## src/rtl/ide_host_ctrl_if.sv

```systemverilog
// Signal bundle between the IDE host controller, its request/stream clients and the disk register bus.
// The controller takes the master view; the requester and device side take the slave view.
interface ide_host_ctrl_if;
    logic        start;
    logic        rw;
    logic [23:0] lba;
    logic        busy;
    logic        done;
    logic        error;
    logic [7:0]  rd_data;
    logic        rd_valid;
    logic        rd_ready;
    logic [7:0]  wr_data;
    logic        wr_valid;
    logic        wr_ready;
    logic        ce_n;
    logic        oe_n;
    logic        we_n;
    logic [2:0]  address;
    logic [7:0]  bus_dout;
    logic [7:0]  bus_din;

    modport master (
        input  start, rw, lba, rd_ready, wr_data, wr_valid, bus_din,
        output busy, done, error, rd_data, rd_valid, wr_ready,
        output ce_n, oe_n, we_n, address, bus_dout
    );

    modport slave (
        output start, rw, lba, rd_ready, wr_data, wr_valid, bus_din,
        input  busy, done, error, rd_data, rd_valid, wr_ready,
        input  ce_n, oe_n, we_n, address, bus_dout
    );
endinterface

```

## src/rtl/ide_host_ctrl.sv

```systemverilog
// IDE host controller: programs LBA and command registers, polls status bit3, then streams
// one sector through the data port. Every bus access is SETUP / STROBE x ACCESS_CYCLES / HOLD.
module ide_host_ctrl #(
    parameter int ACCESS_CYCLES = 2,
    parameter int SECTOR_BYTES  = 512,
    parameter int POLL_LIMIT    = 1024
) (
    input  logic            clk,
    input  logic            arst_n,
    ide_host_ctrl_if.master bus
);
    localparam int BW = $clog2(SECTOR_BYTES + 1);
    localparam int PW = (POLL_LIMIT > 1) ? $clog2(POLL_LIMIT) : 1;
    localparam int SW = (ACCESS_CYCLES > 1) ? $clog2(ACCESS_CYCLES) : 1;
    localparam logic [BW-1:0] BYTES_END   = BW'(SECTOR_BYTES);
    localparam logic [BW-1:0] BYTES_LAST  = BW'(SECTOR_BYTES - 1);
    localparam logic [PW-1:0] POLL_LAST   = PW'(POLL_LIMIT - 1);
    localparam logic [SW-1:0] STROBE_LAST = SW'(ACCESS_CYCLES - 1);

    typedef enum logic [3:0] {
        S_IDLE, S_LBA0, S_LBA1, S_LBA2, S_CMD,
        S_WAIT_BUSY, S_XFER, S_WAIT_DONE, S_DONE, S_ERROR
    } state_t;

    typedef enum logic [1:0] {PH_GAP, PH_SETUP, PH_STROBE, PH_HOLD} phase_t;

    state_t          state_reg;
    phase_t          phase_reg;
    logic [SW-1:0]   strobe_cnt_reg;
    logic [BW-1:0]   byte_cnt_reg;
    logic [PW-1:0]   poll_cnt_reg;
    logic            rw_reg;
    logic [23:0]     lba_reg;
    logic            is_read_reg;
    logic            status_bit_reg;

    // What the current state would put on the bus if an access starts this cycle.
    logic            acc_go;
    logic            acc_read;
    logic [2:0]      acc_addr;
    logic [7:0]      acc_data;

    always_comb begin
        acc_go   = 1'b0;
        acc_read = 1'b1;
        acc_addr = 3'd7;
        acc_data = 8'h00;
        case (state_reg)
            S_LBA0: begin
                acc_go = 1'b1; acc_read = 1'b0; acc_addr = 3'd3; acc_data = lba_reg[7:0];
            end
            S_LBA1: begin
                acc_go = 1'b1; acc_read = 1'b0; acc_addr = 3'd4; acc_data = lba_reg[15:8];
            end
            S_LBA2: begin
                acc_go = 1'b1; acc_read = 1'b0; acc_addr = 3'd5; acc_data = lba_reg[23:16];
            end
            S_CMD: begin
                acc_go = 1'b1; acc_read = 1'b0; acc_addr = 3'd7;
                acc_data = rw_reg ? 8'h30 : 8'h20;
            end
            S_WAIT_BUSY, S_WAIT_DONE: acc_go = 1'b1;
            S_XFER: begin
                acc_addr = 3'd0;
                acc_read = !rw_reg;
                acc_data = bus.wr_data;
                // Reads wait for the consumer to drain rd_data; writes wait for a stream byte.
                if (byte_cnt_reg != BYTES_END)
                    acc_go = rw_reg ? (bus.wr_valid && bus.wr_ready) : !bus.rd_valid;
            end
            default: ;
        endcase
    end

    always_ff @(posedge clk or negedge arst_n) begin
        if (!arst_n) begin
            state_reg      <= S_IDLE;
            phase_reg      <= PH_GAP;
            strobe_cnt_reg <= '0;
            byte_cnt_reg   <= '0;
            poll_cnt_reg   <= '0;
            rw_reg         <= 1'b0;
            lba_reg        <= '0;
            is_read_reg    <= 1'b0;
            status_bit_reg <= 1'b0;
            bus.ce_n       <= 1'b1;
            bus.oe_n       <= 1'b1;
            bus.we_n       <= 1'b1;
            bus.address    <= 3'd0;
            bus.bus_dout   <= 8'h00;
            bus.busy       <= 1'b0;
            bus.done       <= 1'b0;
            bus.error      <= 1'b0;
            bus.rd_data    <= 8'h00;
            bus.rd_valid   <= 1'b0;
            bus.wr_ready   <= 1'b0;
        end else begin
            bus.done  <= 1'b0;
            bus.error <= 1'b0;
            if (bus.rd_valid && bus.rd_ready)
                bus.rd_valid <= 1'b0;

            case (phase_reg)
                PH_GAP: begin
                    if (acc_go) begin
                        bus.ce_n    <= 1'b0;
                        bus.address <= acc_addr;
                        is_read_reg <= acc_read;
                        phase_reg   <= PH_SETUP;
                        if (!acc_read)
                            bus.bus_dout <= acc_data;
                        if (state_reg == S_XFER && rw_reg)
                            bus.wr_ready <= 1'b0;
                    end
                    case (state_reg)
                        S_IDLE: begin
                            if (bus.start) begin
                                rw_reg    <= bus.rw;
                                lba_reg   <= bus.lba;
                                bus.busy  <= 1'b1;
                                state_reg <= S_LBA0;
                            end
                        end
                        S_XFER: begin
                            if (byte_cnt_reg == BYTES_END && !bus.rd_valid)
                                state_reg <= S_WAIT_DONE;
                        end
                        S_DONE, S_ERROR: state_reg <= S_IDLE;
                        default: ;
                    endcase
                end

                PH_SETUP: begin
                    if (is_read_reg)
                        bus.oe_n <= 1'b0;
                    else
                        bus.we_n <= 1'b0;
                    strobe_cnt_reg <= '0;
                    phase_reg      <= PH_STROBE;
                end

                PH_STROBE: begin
                    if (strobe_cnt_reg == STROBE_LAST) begin
                        bus.oe_n  <= 1'b1;
                        bus.we_n  <= 1'b1;
                        phase_reg <= PH_HOLD;
                        if (is_read_reg) begin
                            status_bit_reg <= bus.bus_din[3];
                            if (state_reg == S_XFER) begin
                                bus.rd_data  <= bus.bus_din;
                                bus.rd_valid <= 1'b1;
                            end
                        end
                    end else begin
                        strobe_cnt_reg <= strobe_cnt_reg + 1'b1;
                    end
                end

                default: begin
                    bus.ce_n  <= 1'b1;
                    phase_reg <= PH_GAP;
                    case (state_reg)
                        S_LBA0: state_reg <= S_LBA1;
                        S_LBA1: state_reg <= S_LBA2;
                        S_LBA2: state_reg <= S_CMD;
                        S_CMD: begin
                            state_reg    <= S_WAIT_BUSY;
                            poll_cnt_reg <= '0;
                        end
                        S_WAIT_BUSY: begin
                            if (status_bit_reg) begin
                                state_reg    <= S_XFER;
                                poll_cnt_reg <= '0;
                                byte_cnt_reg <= '0;
                                bus.wr_ready <= rw_reg;
                            end else if (poll_cnt_reg == POLL_LAST) begin
                                state_reg <= S_ERROR;
                                bus.busy  <= 1'b0;
                                bus.error <= 1'b1;
                            end else begin
                                poll_cnt_reg <= poll_cnt_reg + 1'b1;
                            end
                        end
                        S_XFER: begin
                            byte_cnt_reg <= byte_cnt_reg + 1'b1;
                            if (rw_reg && byte_cnt_reg != BYTES_LAST)
                                bus.wr_ready <= 1'b1;
                        end
                        S_WAIT_DONE: begin
                            if (!status_bit_reg) begin
                                state_reg <= S_DONE;
                                bus.busy  <= 1'b0;
                                bus.done  <= 1'b1;
                            end else if (poll_cnt_reg == POLL_LAST) begin
                                state_reg <= S_ERROR;
                                bus.busy  <= 1'b0;
                                bus.error <= 1'b1;
                            end else begin
                                poll_cnt_reg <= poll_cnt_reg + 1'b1;
                            end
                        end
                        default: ;
                    endcase
                end
            endcase
        end
    end
endmodule

```

## src/flat_wrapper.sv

```systemverilog
// flat-port wrapper written by rule: the top's interface ports become plain ports
module ide_host_ctrl_flat 
#(
    parameter int ACCESS_CYCLES = 2,
    parameter int SECTOR_BYTES  = 512,
    parameter int POLL_LIMIT    = 1024
)
  (clk, arst_n, bus_start, bus_rw, bus_lba, bus_rd_ready, bus_wr_data, bus_wr_valid, bus_bus_din, bus_busy, bus_done, bus_error, bus_rd_data, bus_rd_valid, bus_wr_ready, bus_ce_n, bus_oe_n, bus_we_n, bus_address, bus_bus_dout);
  ide_host_ctrl_if bus_i ();
  input  logic clk;
  input  logic arst_n;
  input wire logic [$bits(bus_i.start)-1:0] bus_start;
  input wire logic [$bits(bus_i.rw)-1:0] bus_rw;
  input wire logic [$bits(bus_i.lba)-1:0] bus_lba;
  input wire logic [$bits(bus_i.rd_ready)-1:0] bus_rd_ready;
  input wire logic [$bits(bus_i.wr_data)-1:0] bus_wr_data;
  input wire logic [$bits(bus_i.wr_valid)-1:0] bus_wr_valid;
  input wire logic [$bits(bus_i.bus_din)-1:0] bus_bus_din;
  output wire logic [$bits(bus_i.busy)-1:0] bus_busy;
  output wire logic [$bits(bus_i.done)-1:0] bus_done;
  output wire logic [$bits(bus_i.error)-1:0] bus_error;
  output wire logic [$bits(bus_i.rd_data)-1:0] bus_rd_data;
  output wire logic [$bits(bus_i.rd_valid)-1:0] bus_rd_valid;
  output wire logic [$bits(bus_i.wr_ready)-1:0] bus_wr_ready;
  output wire logic [$bits(bus_i.ce_n)-1:0] bus_ce_n;
  output wire logic [$bits(bus_i.oe_n)-1:0] bus_oe_n;
  output wire logic [$bits(bus_i.we_n)-1:0] bus_we_n;
  output wire logic [$bits(bus_i.address)-1:0] bus_address;
  output wire logic [$bits(bus_i.bus_dout)-1:0] bus_bus_dout;
  assign bus_i.start = bus_start;
  assign bus_i.rw = bus_rw;
  assign bus_i.lba = bus_lba;
  assign bus_i.rd_ready = bus_rd_ready;
  assign bus_i.wr_data = bus_wr_data;
  assign bus_i.wr_valid = bus_wr_valid;
  assign bus_i.bus_din = bus_bus_din;
  assign bus_busy = bus_i.busy;
  assign bus_done = bus_i.done;
  assign bus_error = bus_i.error;
  assign bus_rd_data = bus_i.rd_data;
  assign bus_rd_valid = bus_i.rd_valid;
  assign bus_wr_ready = bus_i.wr_ready;
  assign bus_ce_n = bus_i.ce_n;
  assign bus_oe_n = bus_i.oe_n;
  assign bus_we_n = bus_i.we_n;
  assign bus_address = bus_i.address;
  assign bus_bus_dout = bus_i.bus_dout;
  ide_host_ctrl #(.ACCESS_CYCLES(ACCESS_CYCLES), .SECTOR_BYTES(SECTOR_BYTES), .POLL_LIMIT(POLL_LIMIT)) u_core (.clk(clk), .arst_n(arst_n), .bus(bus_i));
endmodule
```

## config.mk

```make
export PLATFORM = sky130hd
export DESIGN_NAME = ide_host_ctrl_flat
export DESIGN_NICKNAME = d
export VERILOG_FILES = /design/src/rtl/ide_host_ctrl_if.sv /design/src/rtl/ide_host_ctrl.sv /design/src/flat_wrapper.sv
export SDC_FILE = /design/constraint.sdc
export NUM_CORES = 1
export LEC_CHECK = 0
export BUFFER_PORTS_ARGS = -buffer_cell sky130_fd_sc_hd__buf_2
export CORE_ASPECT_RATIO = 1.4
export CORE_MARGIN = 1
export CORE_UTILIZATION = 56
export CTS_CLUSTER_SIZE = 40
export DETAILED_ROUTE_END_ITERATION = 12
export PLACE_DENSITY = 0.88
export SYNTH_ARGS = -nofsm -noshare
export SYNTH_HDL_FRONTEND = slang
export SYNTH_SLANG_ARGS = --single-unit
```

## constraint.sdc

```tcl
create_clock -name clk -period 2.9 [get_ports clk]
set_input_delay 0 -clock clk [delete_from_list [all_inputs] [get_ports clk]]
set_output_delay 0 -clock clk [all_outputs]
set_load 0.02 [all_outputs]
```

# Word-level counts from Yosys, hierarchy flattened
# Cells that the tools add are included.
# totals
output_inout_bits,27
register_bits,81
# op_classes
n_addsub,3
n_eq_ne,30
n_reduce_logical,34
muxes,59
n_bitwise,3
# ops
cell,n
$mux 10,4
$pmux 8 s5,1
$pmux 10 s3,1
$mux 1,28
$pmux 4 s6,1
$pmux 1 s2,11
$reduce_and 3->1,7
$add 10x1->10 const B,2
$eq 10x10->1 const B,2
$mux 4,5
$pmux 10 s2,1
$eq 4x3->1 const B,4
$ne 2x1->1 const B,6
$ne 3x3->1 const B,4
$pmux 3 s4,1
$pmux 4 s3,1
$ne 10x10->1 const B,1
$ne 10x9->1 const B,1
$reduce_and 5->1,2
$reduce_bool 3->1,3
$eq 4x2->1 const B,2
$eq 4x4->1 const B,2
$pmux 4 s2,1
$reduce_bool 7->1,1
23 further kinds,37

# Depth between registers and ports, before layout
# logic_depth
word_depth,6
mapped_depth,8
ltp_nobuf,7

# Worst setup path after synthesis
# Ideal clock, no wire load.
# synth_path
path_kind,reg2reg
from,register u_core.phase_reg[0]
to,register u_core.lba_reg[0]
n_path_buf,3
path_slack_ns,0.857
path_stages_with_launch,8
t_arrival_ns,1.919
period_less_slack_ns,2.043
setup_ns,0.125
cell_sequence,dfrtp_1 -> inv_1 -> ha_1 -> buf_4 -> clkbuf_1 -> nand4_1 -> clkbuf_1 -> mux2_2
# synth_between
elab_chain_len,2
# synth_rtl
element,line_no,source
start: declaration,ide_host_ctrl.sv:28,phase_t phase_reg;
start signal: assignment,ide_host_ctrl.sv:78,phase_reg <= PH_GAP;
start signal: assignment,ide_host_ctrl.sv:109,phase_reg <= PH_SETUP;
start signal: assignment,ide_host_ctrl.sv:139,phase_reg <= PH_STROBE;
$logic_not 2->1,ide_host_ctrl.sv:103,case (phase_reg)
$reduce_and 3->1 (no line),--,
end signal: assignment,ide_host_ctrl.sv:119,lba_reg <= bus.lba;
end: declaration,ide_host_ctrl.sv:33,logic [23:0] lba_reg;
# No other way between the ends.
# A chain may end at the register's enable or synchronous reset.

# Worst setup path in the final report
# layout_path
from,register u_core.state_reg[0]
to,register u_core.bus.bus_dout[7]
# layout_between
elab_chain_len,5
elab_cells_between_ends,14
# layout_rtl
element,line_no,source
start: declaration,ide_host_ctrl.sv:27,state_t state_reg;
start signal: assignment,ide_host_ctrl.sv:77,state_reg <= S_IDLE;
start signal: assignment,ide_host_ctrl.sv:121,state_reg <= S_LBA0;
start signal: assignment,ide_host_ctrl.sv:126,state_reg <= S_WAIT_DONE;
"$eq 4x1->1, or another cell as far along",ide_host_ctrl.sv:48,case (state_reg)
$reduce_or 4->1 (no line),--,
$pmux 1 s2,ide_host_ctrl.sv:48,
$not 1->1 (no line),--,
$reduce_and 3->1 (no line),--,
end signal: assignment,ide_host_ctrl.sv:111,bus.bus_dout <= acc_data;
end: declaration,ide_host_ctrl_if.sv:26,"output ce_n, oe_n, we_n, address, bus_dout"
# Several ways; a longest one is shown, not always the timed one.

==> flow_metrics.py <==
metrics = {
    "critical_path": {
        "reg2reg_depth": 5,
        "cp.arrival_ns": 2.71,
        "r2r_end": "u_core.bus.bus_dout[7]",
        "cp_max_fo": 10,
        "critPathRequiredTime_ns": 3.15,
        "r2r_start": "u_core.state_reg[0]",
        "critical_path_class": "register to register",
        "cp-end-kind": "register",
        "crit_path_start_kind": "register",
        "rrSetupSlack_ns": 0.44,
    },
    "sta": {
        "tightest_slew_ns": 0.991,
        "fin_crit_sh_pct": 84.9,
        "hold_violations": 0,
        "setup_viol": 0,
        "fin_skew_ns": 0.0106,
        "final.min_clock_period_ns": 2.46,
        "slew_headroom_pct": 33.9,
        "hold_slack_ns": 0.0888,
        "fin_tns_setup_ns": 0,
        "maxSlewViolCount": 0,
        "rsz0062_at_grt": "false",
        "fmax_ghz": 0.406,
    },
    "final_layout": {
        "syn_to_final_growth_pct": 24.6,
        "n_fill_cell": 479,
        "drive_gt1_share_pct": 31.2,
        "final_util_pct": 73.1,
        "fin_nets": 541,
        "diodes": 0,
        "largest_register_ffs": 24,
    },
    "status": {
        "status": "finished, final reports clean",
    },
    "floorplanning": {
        "dieWidth_um": 74.8,
        "core-area_um2": 7070,
        "num_io_pins": 73,
        "die_h_um": 104,
        "num_rows": 36,
        "start_util_pct": 58.7,
        "dieArea_um2": 7760,
    },
    "yosys": {
        "synth_commonest_cells": "78 x dfrtp_1, 39 x mux2_2, 31 x nor2_1, 25 x nand2_1, 15 x mux2i_1",
        "yosysWarnings": 0,
        "synth_nets": 430,
        "ys_types": 50,
        "synth_area_leaders": "dfrtp_1 47%, mux2_2 11%, mux2i_1 3.6%",
        "synth_top_cell_by_area": "dfrtp_1",
        "synth_edf_count": 0,
        "async_reset_ff_share_pct": 100,
        "syn-instance-count": 377,
        "ys_seq_area_share_pct": 48.9,
        "synth_ff_type": "dfrtp_1",
        "avgSynthCellArea_um2": 11.0,
        "synth.most_common_cell": "dfrtp_1",
        "syn_area_um2": 4150,
        "synth_top_area_share_pct": 47.0,
        "synth-seq-cells": 81,
    },
    "cts": {
        "clkSlewWorstSetupHoldPaths_ns": 0.08,
        "clockBufferDepth": 2,
        "cts.repair.resized": 0,
        "cts_root_buf": "clkbuf_8",
        "htree_levels": 3,
        "cts_buffers": 9,
        "clock-sinks": 81,
        "clock_latency_ns": 0.36,
        "cts_tree": "built",
    },
    "route": {
        "ant_nets": 0,
        "firstDrtPassIters": 5,
        "drt_wl_total_mm": 10.5,
        "drtIter0Drc": 266,
        "via_count": 3431,
        "post_drt_wl_per_cell_um": 17.8,
        "via_per_inst": 5.84,
        "drc": 0,
    },
    "placed_design": {
        "hpwl_mm": 6.87,
        "portBuffers": 72,
        "place_congestion": 0.929,
    },
    "worst_hold_path": {
        "whs_endpoint": "u_core.bus.bus_dout[0]",
        "hold_path_depth": 4,
        "hold_start": "bus_wr_data[0]",
        "hold_path.class": "input pin to register",
    },
    "global_routing": {
        "grt_max_degree": 82,
        "grt_use_total_pct": 29.4,
        "antenna_found_initial": 0,
        "grt_pass1_vias": 3601,
        "grt_pass1_wl_mm": 17.2,
        "globalRoute.totalOverflow": 0,
    },
    "job": {
        "cap_violations": 0,
    },
    "pwr": {
        "power.leakage_uw": 0.00244,
        "pwr_density_cell_nw_per_um2": 954,
        "peakVddDrop_mv": 0.611,
    },
}
==> per-stage QoR <==
| stage | worst slack [ns] | total power [µW] | instance area [µm²] | instances |
|---|---|---|---|---|
| detailed placement | 0.459 | 4010 | 4620 | 537 |
| global placement | 0.546 | 3920 | 4620 | 537 |
| CTS | 0.447 | 4900 | 5170 | 588 |
| finish | 0.437 | 4930 | 5170 | 588 |
| floorplan | 0.857 | 3390 | 4150 | 377 |
| global route | 0.320 | 5210 | 5170 | 588 |
==> cell type report <==
class / count / area (µm²) / area share [%]
well taps: 95 / 119 / 2.30
flip-flops and latches: 81 / 2030 / 39.3
repair buffers: 119 / 803 / 15.5
clock buffers: 9 / 124 / 2.40
multi-input cells: 266 / 1980 / 38.2
inverters: 11 / 41.3 / 0.798
clock inverters: 7 / 76.3 / 1.48
==> where the power goes <==
| group | total, µW | switching (µW) | internal, µW |
|---|---|---|---|
| combinational | 2280 | 1260 | 1030 |
| sequential | 1810 | 284 | 1520 |
| clock | 843 | 440 | 403 |
| total | 4930 | 1980 | 2950 |
==> worst max path at each step <==
stage	start	end	slack [ns]	depth (start not counted)
final	u_core.state_reg[0]	u_core.bus.bus_dout[7]	0.44	5
after global routing	u_core.phase_reg[0]	u_core.bus.bus_dout[6]	0.32	6
after CTS	u_core.phase_reg[0]	u_core.bus.bus_dout[3]	0.45	6
after detailed placement	u_core.phase_reg[0]	u_core.bus.bus_dout[3]	0.46	6
after global placement	u_core.state_reg[0]	u_core.bus.bus_dout[5]	0.55	5
after floorplan	u_core.phase_reg[0]	u_core.lba_reg[0]	0.86	7
==> timing repair <==
action / CTS / global route
hold endpoints to repair: 113 / 0
setup endpoints to repair: 0 / 0
buffers inserted: 0 / 0
hold buffers: 35 / 0
==> kinds of logic (layout without fill, tap and decap cells) <==
group,after synthesis,in the layout,share of synthesized area [%]
buffers and inverters,30,146,3.44
multiplexers,62,62,17.1
XOR/XNOR,16,16,3.38
flip-flops,81,81,48.9
AND/OR/NAND/NOR,113,113,14.0
AO/OA/AOI/OAI,68,68,11.1
adder cells (fa/ha/maj),7,7,2.11
==> metal layers <==
metal | global-route usage (%) | vias to the layer above | share of wire, %
met3 | 4.75 | 30 | 4.8
met1 | 34.6 | 1691 | 38
met2 | 51.0 | 125 | 55
li1 | - | 1585 | -
met4 | 12.8 | 0 | 2.9
met5 | 0 | - | 0
==> critical path: stages (launching register included) <==
cell      delay [ns]
dfrtp_1         0.48
and4bb_4        0.42
nand2_4         0.07
o32ai_4         0.40
and3_1          0.62
mux2_4          0.35
==> cell usage in the layout, fill, tap and decap left out, types with 7 or more instances in the layout <==
cell type	n
dfrtp_1	78
buf_2	71
mux2_2	39
dlygate4sd3_1	35
nor2_1	31
nand2_1	25
mux2i_1	15
o21ai_0	14
nand3_1	13
buf_4	13
xor2_1	12
a21oi_1	12
inv_1	11
a31oi_1	10
clkbuf_8	9
o22ai_1	8
mux2_4	8
ha_1	7
Power figures use the tool's default switching activity.
